**config.mk**
```make
export PLATFORM = sky130hd
export DESIGN_NAME = alu_issue_stage
export DESIGN_NICKNAME = d
export VERILOG_FILES = /design/src/rtl/alu_pkg.sv /design/src/rtl/operand_forward_mux.sv /design/src/rtl/alu_issue_stage.sv
export SDC_FILE = /design/constraint.sdc
export NUM_CORES = 1
export LEC_CHECK = 0
export CORE_MARGIN = 8
export CORE_UTILIZATION = 36
export DETAILED_ROUTE_END_ITERATION = 7
export PLACE_DENSITY = 0.86
export SETUP_SLACK_MARGIN = 0.3
export SYNTH_ARGS = -nofsm -noshare
export SYNTH_HDL_FRONTEND = slang
export SYNTH_HIERARCHICAL = 1
export SYNTH_SLANG_ARGS = --single-unit
```
**constraint.sdc**
```tcl
create_clock -name clk -period 1.9 [get_ports clk]
set_input_delay 0.38 -clock clk [delete_from_list [all_inputs] [get_ports clk]]
set_output_delay 0.38 -clock clk [all_outputs]
set_load 0.05 [all_outputs]
```
**src/rtl/alu_pkg.sv**
```systemverilog
// Shared widths and ALU control encodings for the issue stage and ALU.
package alu_pkg;

  localparam int unsigned XLEN = 32;
  localparam int unsigned RA_W = 5;

  localparam logic [2:0] ALU_ADD = 3'b000;
  localparam logic [2:0] ALU_SUB = 3'b001;
  localparam logic [2:0] ALU_AND = 3'b010;
  localparam logic [2:0] ALU_OR  = 3'b011;
  localparam logic [2:0] ALU_XOR = 3'b100;
  localparam logic [2:0] ALU_SLT = 3'b101;

endpackage

```
**src/rtl/operand_forward_mux.sv**
```systemverilog
// Per-operand bypass select: x0, then EX/MEM (non-load), then WB, then register file.
module operand_forward_mux
  import alu_pkg::*;
(
  input  logic [RA_W-1:0] rs_addr,
  input  logic [XLEN-1:0] rf_data,
  input  logic            ex_valid,
  input  logic            ex_is_load,
  input  logic [RA_W-1:0] ex_addr,
  input  logic [XLEN-1:0] ex_data,
  input  logic            wb_valid,
  input  logic [RA_W-1:0] wb_addr,
  input  logic [XLEN-1:0] wb_data,
  output logic [XLEN-1:0] fwd_data_c
);

  // Priority select; a load in EX has no data yet, so it never forwards.
  always_comb begin
    fwd_data_c = rf_data;
    if (rs_addr == '0) begin
      fwd_data_c = '0;
    end else if (ex_valid && !ex_is_load && (ex_addr == rs_addr)) begin
      fwd_data_c = ex_data;
    end else if (wb_valid && (wb_addr == rs_addr)) begin
      fwd_data_c = wb_data;
    end
  end

endmodule

```
**src/rtl/alu_issue_stage.sv**
```systemverilog
// ID/EX stage: forwards operands, detects load-use hazards and registers ALU inputs.
module alu_issue_stage
  import alu_pkg::*;
(
  input  logic            clk,
  input  logic            reset,
  input  logic            in_valid,
  output logic            in_ready,
  input  logic [RA_W-1:0] in_rs1_addr,
  input  logic [RA_W-1:0] in_rs2_addr,
  input  logic [XLEN-1:0] in_rs1_data,
  input  logic [XLEN-1:0] in_rs2_data,
  input  logic [XLEN-1:0] in_imm,
  input  logic            in_alu_src_b,
  input  logic            in_uses_rs2,
  input  logic [2:0]      in_alu_control,
  input  logic [RA_W-1:0] in_rd_addr,
  input  logic            in_reg_write,
  input  logic            fwd_ex_valid,
  input  logic            fwd_ex_is_load,
  input  logic [RA_W-1:0] fwd_ex_addr,
  input  logic [XLEN-1:0] fwd_ex_data,
  input  logic            fwd_wb_valid,
  input  logic [RA_W-1:0] fwd_wb_addr,
  input  logic [XLEN-1:0] fwd_wb_data,
  input  logic            flush,
  output logic            out_valid,
  input  logic            out_ready,
  output logic [XLEN-1:0] out_a,
  output logic [XLEN-1:0] out_b,
  output logic [2:0]      out_control,
  output logic [XLEN-1:0] out_store_data,
  output logic [RA_W-1:0] out_rd_addr,
  output logic            out_reg_write,
  output logic            hazard_stall
);

  logic [XLEN-1:0] rs1_fwd_c;
  logic [XLEN-1:0] rs2_fwd_c;
  logic            out_free_c;

  logic            out_valid_q,      out_valid_d;
  logic [XLEN-1:0] out_a_q,          out_a_d;
  logic [XLEN-1:0] out_b_q,          out_b_d;
  logic [2:0]      out_control_q,    out_control_d;
  logic [XLEN-1:0] out_store_data_q, out_store_data_d;
  logic [RA_W-1:0] out_rd_addr_q,    out_rd_addr_d;
  logic            out_reg_write_q,  out_reg_write_d;

  operand_forward_mux u_fwd_rs1 (
    .rs_addr    (in_rs1_addr),
    .rf_data    (in_rs1_data),
    .ex_valid   (fwd_ex_valid),
    .ex_is_load (fwd_ex_is_load),
    .ex_addr    (fwd_ex_addr),
    .ex_data    (fwd_ex_data),
    .wb_valid   (fwd_wb_valid),
    .wb_addr    (fwd_wb_addr),
    .wb_data    (fwd_wb_data),
    .fwd_data_c (rs1_fwd_c)
  );

  operand_forward_mux u_fwd_rs2 (
    .rs_addr    (in_rs2_addr),
    .rf_data    (in_rs2_data),
    .ex_valid   (fwd_ex_valid),
    .ex_is_load (fwd_ex_is_load),
    .ex_addr    (fwd_ex_addr),
    .ex_data    (fwd_ex_data),
    .wb_valid   (fwd_wb_valid),
    .wb_addr    (fwd_wb_addr),
    .wb_data    (fwd_wb_data),
    .fwd_data_c (rs2_fwd_c)
  );

  // Load-use hazard detection and upstream handshake.
  always_comb begin
    hazard_stall = in_valid && fwd_ex_valid && fwd_ex_is_load && (fwd_ex_addr != '0) &&
                   ((fwd_ex_addr == in_rs1_addr) ||
                    (in_uses_rs2 && (fwd_ex_addr == in_rs2_addr)));
    out_free_c   = !out_valid_q || out_ready;
    in_ready     = !hazard_stall && out_free_c;
  end

  // Next-state: flush kills, backpressure holds, stall bubbles, else capture or drain.
  always_comb begin
    out_valid_d      = out_valid_q;
    out_a_d          = out_a_q;
    out_b_d          = out_b_q;
    out_control_d    = out_control_q;
    out_store_data_d = out_store_data_q;
    out_rd_addr_d    = out_rd_addr_q;
    out_reg_write_d  = out_reg_write_q;
    if (flush) begin
      out_valid_d     = 1'b0;
      out_reg_write_d = 1'b0;
    end else if (out_free_c) begin
      if (in_valid && !hazard_stall) begin
        out_valid_d      = 1'b1;
        out_a_d          = rs1_fwd_c;
        out_b_d          = in_alu_src_b ? in_imm : rs2_fwd_c;
        out_control_d    = in_alu_control;
        out_store_data_d = rs2_fwd_c;
        out_rd_addr_d    = in_rd_addr;
        out_reg_write_d  = in_reg_write;
      end else begin
        out_valid_d     = 1'b0;
        out_reg_write_d = 1'b0;
      end
    end
  end

  // Output pipeline register with synchronous reset.
  always_ff @(posedge clk) begin
    if (reset) begin
      out_valid_q      <= 1'b0;
      out_a_q          <= '0;
      out_b_q          <= '0;
      out_control_q    <= '0;
      out_store_data_q <= '0;
      out_rd_addr_q    <= '0;
      out_reg_write_q  <= 1'b0;
    end else begin
      out_valid_q      <= out_valid_d;
      out_a_q          <= out_a_d;
      out_b_q          <= out_b_d;
      out_control_q    <= out_control_d;
      out_store_data_q <= out_store_data_d;
      out_rd_addr_q    <= out_rd_addr_d;
      out_reg_write_q  <= out_reg_write_d;
    end
  end

  assign out_valid      = out_valid_q;
  assign out_a          = out_a_q;
  assign out_b          = out_b_q;
  assign out_control    = out_control_q;
  assign out_store_data = out_store_data_q;
  assign out_rd_addr    = out_rd_addr_q;
  assign out_reg_write  = out_reg_write_q;

endmodule
```
Yosys cells after proc, flatten, opt, wreduce, memory -nomap -nowiden

Cells that the tools add are included.

Equality and inequality tests: 4
Mux-type cells: 9
Bitwise logic cells: 1
Reduce and logical (&&, ||, !) cells: 22

Operator list:

| operator          | number |
|---|---|
| $mux 32           | 7 |
| $eq 5x5->1        | 4 |
| $logic_and 1x1->1 | 12 |
| $logic_not 5->1   | 2 |
| $reduce_bool 5->1 | 1 |
| $logic_not 1->1   | 3 |
| $reduce_and 3->1  | 1 |
| $logic_or 1x1->1  | 2 |
| $mux 1            | 2 |
| $reduce_or 2->1   | 1 |
| $not 1->1         | 1 |

Flip-flop bits (word level): 106
Output and inout bits: 108
Word-level logic and storage cells: 43

Depth between registers and ports, before layout

Depth in word-level cells: 7
Gate-level depth with buffers: 7
Mapped depth without buffers: 6

Cells and area by module

The synthesis kept the hierarchy.

Modules (own cells, without submodules):

| module              | instances | cells each | area each (µm²) | sequential area each (µm²) |
|---|---|---|---|---|
| alu_issue_stage     | 1         | 298        | 3721.1          | 2122.0 |
| operand_forward_mux | 2         | 176        | 1079.8          | 0.0 |

Worst setup path after synthesis

OpenSTA, ideal clock, no wires.

Path type: input to output
Start: input port fwd_ex_addr[1]
End: output port in_ready
Arrival time: 2.004 ns
Required time: 1.520 ns
Setup slack: -0.484 ns
Cell stages on the path: 4
Cells stage by stage: or4_1 > o211ai_2 > nor2_1 > a21oi_1

Longest elaborated chain between the ends: 6
Elaborated cells between the ends (all ways): 9

Ends and longest elaborated chain:

| element               | line                  | source |
|---|---|---|
| from (decl)           | alu_issue_stage.sv:21 | `input logic [RA_W-1:0] fwd_ex_addr,` |
| $eq 5x5->1            | alu_issue_stage.sv:80 | `(in_uses_rs2 && (fwd_ex_addr == in_rs2_addr)));` |
| $logic_and 1x1->1     | alu_issue_stage.sv:80 |  |
| $logic_or 1x1->1      | alu_issue_stage.sv:79 | `((fwd_ex_addr == in_rs1_addr) \|\|` |
| $logic_and 1x1->1 (*) | alu_issue_stage.sv:78 | `hazard_stall = in_valid && fwd_ex_valid && fwd_ex_is_load && (fwd_ex_addr != '0) &&` |
| $logic_not 1->1 (*)   | alu_issue_stage.sv:82 | `in_ready = !hazard_stall && out_free_c;` |
| $logic_and 1x1->1 (*) | alu_issue_stage.sv:82 |  |
| to (decl)             | alu_issue_stage.sv:8  | `output logic in_ready,` |

Every way passes the cells marked *; elsewhere a longest branch is shown, timed or not.

Worst setup path after layout

Start: input port fwd_ex_addr[2]
End: output port hazard_stall

Longest elaborated chain between the ends: 4
Elaborated cells between the ends (all ways): 7

Ends and longest elaborated chain:

| element               | line                  | source |
|---|---|---|
| $eq 5x5->1            | alu_issue_stage.sv:80 |  |
| $logic_and 1x1->1     | alu_issue_stage.sv:80 |  |
| $logic_or 1x1->1      | alu_issue_stage.sv:79 |  |
| $logic_and 1x1->1 (*) | alu_issue_stage.sv:78 |  |
| to (decl)             | alu_issue_stage.sv:35 | `output logic hazard_stall` |

Marks and branches as above.

==> qor.csv <==
metric;value;unit
htreeDepth;3;
die_x;144;um
nets;1236;
finalSetupViolations;9;
ff2ff_path_depth;7;
irDropWorstVdd;442;uV
clock_latency;0.36;ns
fin_crit;2.01;ns
syn_inst;650;
yosys_warnings;6;
worst_path_most_repeated_cell;buf_8;
syn_area;0.00588;mm^2
synthToLayoutAreaGrowth;97.9;%
syn_area_per_cell;9.05;um^2
port_buffers;306;
cts_root_buf;clkbuf_16;
crit_path_max_fanout;5;
slowest_delay;0.54;ns
cp.arrival;1.63;ns
grt_pass1_wl;46000;um
pwr-share-clk;0.289;
clock-sinks;106;
reg2reg_setup_slack;0.21;ns
tightest_slew;0.491;ns
worst_path_max_delay_cell;or4_4;
drtAntennaViolNets;0;
hp-class;flop to flop;
end_kind;output pin;
p_per_area;599;mW/mm^2
holdPathEnd;out_b[26]$_SDFFE_PP0P_;
drv_slew;0;
swShare;0.343;
fin_ws;-0.112;ns
regToRegEndpoint;out_store_data[9]$_SDFFE_PP0P_;
status;finished, violations left;
reg2reg_from;out_valid$_SDFFE_PP0N_;
path_buf_inv;2;
post-route-util;0.730;
power.switching;2.39;mW
post-route-period-util;1.06;
clkTransAtPathRegs;0.08;ns
fp.dieArea;0.0207;mm^2
crit_type;input pin to output pin;
antenna_found_initial;1;
hold_viol_final;0;
min_delay_path_depth;1;
firstDrtPassIters;6;
max_freq;497;MHz
core_area;0.0159;mm^2
final_common_cell;clkdlybuf4s50_1;
cts_max_path_buffers;2;
vias;8144;
path_cells;buf_8, or4_4, o211ai_4, nor2_4, and2_4, buf_8;
synth_fp_nets;849;
wire_per_inst;27.3;um
hp-start;out_b[26]$_SDFFE_PP0P_;
grt_pass1_vias;7967;
max_slew_margin;0.674;
power;6.97;mW
hpwlAfterDp;22000;um
routed_wl;34300;um
numCtsBuffers;9;
grt_usage;0.289;
critPathRequiredTime;1.52;ns
overflow;0;
place_ws;-0.818;ns
layout-drive-gt1-share;0.378;
fill_cells;1134;
final_cell_mix;clkdlybuf4s50_1, buf_4, dfxtp_1;
grt_max_degree;45;
rows;46;
synth_seq_cells;106;
leakage;4.49;nW
violations;setup timing;
synth-seq-area-share;0.361;
diodes;0;
pwr-share-comb;0.365;
drc_errors;0;
crit_family;simple AND/OR/NAND/NOR gates;
via_per_inst;6.48;
initial_core_util;0.369;
die_h;144;um
io_pins;307;
place.gp.congestion;0.849;
intPower;4.58;mW
ys_types;38;
cts_tree;done;
rsz0062_at_grt;yes;
drv_cap;0;
worst_clock_skew;0.0194;ns
crit_path_start_kind;input pin;
drt_iter0_drc;977;
seq_power_share;0.346;
[routing by layer]
| layer | up-vias | global-route usage | part of all wire |
|---|---|---|---|
| li1 | 3423 | - | - |
| met2 | 709 | 0.491 | 0.48 |
| met5 | - | 0 | 0.00038 |
| met3 | 128 | 0.0810 | 0.11 |
| met4 | 2 | 0.102 | 0.039 |
| met1 | 3882 | 0.341 | 0.37 |
[synthesized netlist by cell type, drive strengths merged]
cell type	number	area, um^2
xor2	9	78.8
nor3	65	325
dfxtp	106	2120
a21o	1	7.51
and4	2	17.5
nand3b	2	15.0
a22o	72	631
mux2i	32	320
nor3b	1	7.51
nor4	1	6.26
nand4	64	413
a21oi	2	13.8
clkbuf	47	176
nand3	4	20.0
nand2	2	7.51
o211ai	1	12.5
xnor2	21	184
nor2	5	18.8
a32o	1	10.0
o2bb2ai	32	280
buf	35	198
a32oi	1	8.76
or2	2	12.5
and2	1	6.26
a211oi	4	30.0
nor2b	1	6.26
and3b	1	8.76
a311oi	60	538
o21ai	65	325
o22a	4	35.0
or4	3	22.5
o21a	3	22.5
[power by group through the flow]
stage               Clock [mW]  Sequential (mW)  Combinational [mW]
floorplan                    0             2.83               0.611
global placement             0             2.45                2.05
CTS                       1.99             2.40                2.28
global route              2.09             2.43                2.62
finish                    2.01             2.41                2.54
detailed placement           0             2.45                2.08
[what timing repair did]
action	in CTS	in global routing
hold buffers	0	0
endpoints found under the setup margin	165	140
gates cloned	12	13
setup buffers	18	8
pin swaps	31	77
resized for setup	282	123
[worst register-to-register path, stage by stage, from the launching register on]
cell       delay, ns
dfxtp_2         0.33
nor2b_2         0.15
nor3b_1         0.26
a21o_1          0.21
a21oi_4         0.07
buf_12          0.17
clkbuf_16       0.16
a22o_1          0.22
[metrics by stage]
step           cells  hold WS [ns]  setup TNS [ns]  cell area [um^2]
2_1_floorplan    650         0.505           -1.25              5960
6_report        1257         0.477          -0.257             11600
5_1_grt         1257         0.489           -1.83             11600
4_1_cts         1236         0.469          -0.246             11000
3_3_place_gp    1191         0.446          -62.92              9850
3_5_place_dp    1191         0.447          -66.78              9850
[flip-flops by register name (all words and copies together), names as in the netlist]
| name | flops |
|---|---|
| out_store_data | 32 |
| out_b | 32 |
| out_rd_addr | 5 |
| out_reg_write | 1 |
| out_a | 32 |
| out_control | 3 |
| out_valid | 1 |
[cell type report]
type | instances | area [um^2] | area share
flip-flops and latches | 106 | 2120 | 0.182
multi-input cells | 462 | 4110 | 0.353
clock buffers | 9 | 225 | 0.0194
clock inverters | 6 | 72.6 | 0.00624
repair buffers | 458 | 4840 | 0.416
well taps | 216 | 270 | 0.0232
[cells by family after synthesis]
| family | Yosys count | synth area share |
|---|---|---|
| buffers and inverters | 82 | 0.0636 |
| AO/OA/AOI/OAI | 246 | 0.326 |
| XOR/XNOR | 30 | 0.0447 |
| AND/OR/NAND/NOR | 154 | 0.151 |
| flip-flops | 106 | 0.361 |
| multiplexers | 32 | 0.0545 |
[how the worst max path moves through the flow]
stage	startpoint	endpoint	cells past startpoint
after floorplan	fwd_ex_addr[1]	in_ready	4
final	fwd_ex_addr[2]	hazard_stall	6
after global routing	fwd_ex_addr[3]	hazard_stall	7
after CTS	fwd_ex_addr[4]	in_ready	6
after global placement	in_rs2_addr[2]	out_b[20]$_SDFFE_PP0P_	9
after detailed placement	in_rs2_addr[2]	out_b[10]$_SDFFE_PP0P_	9
Power figures use the tool's default switching activity.
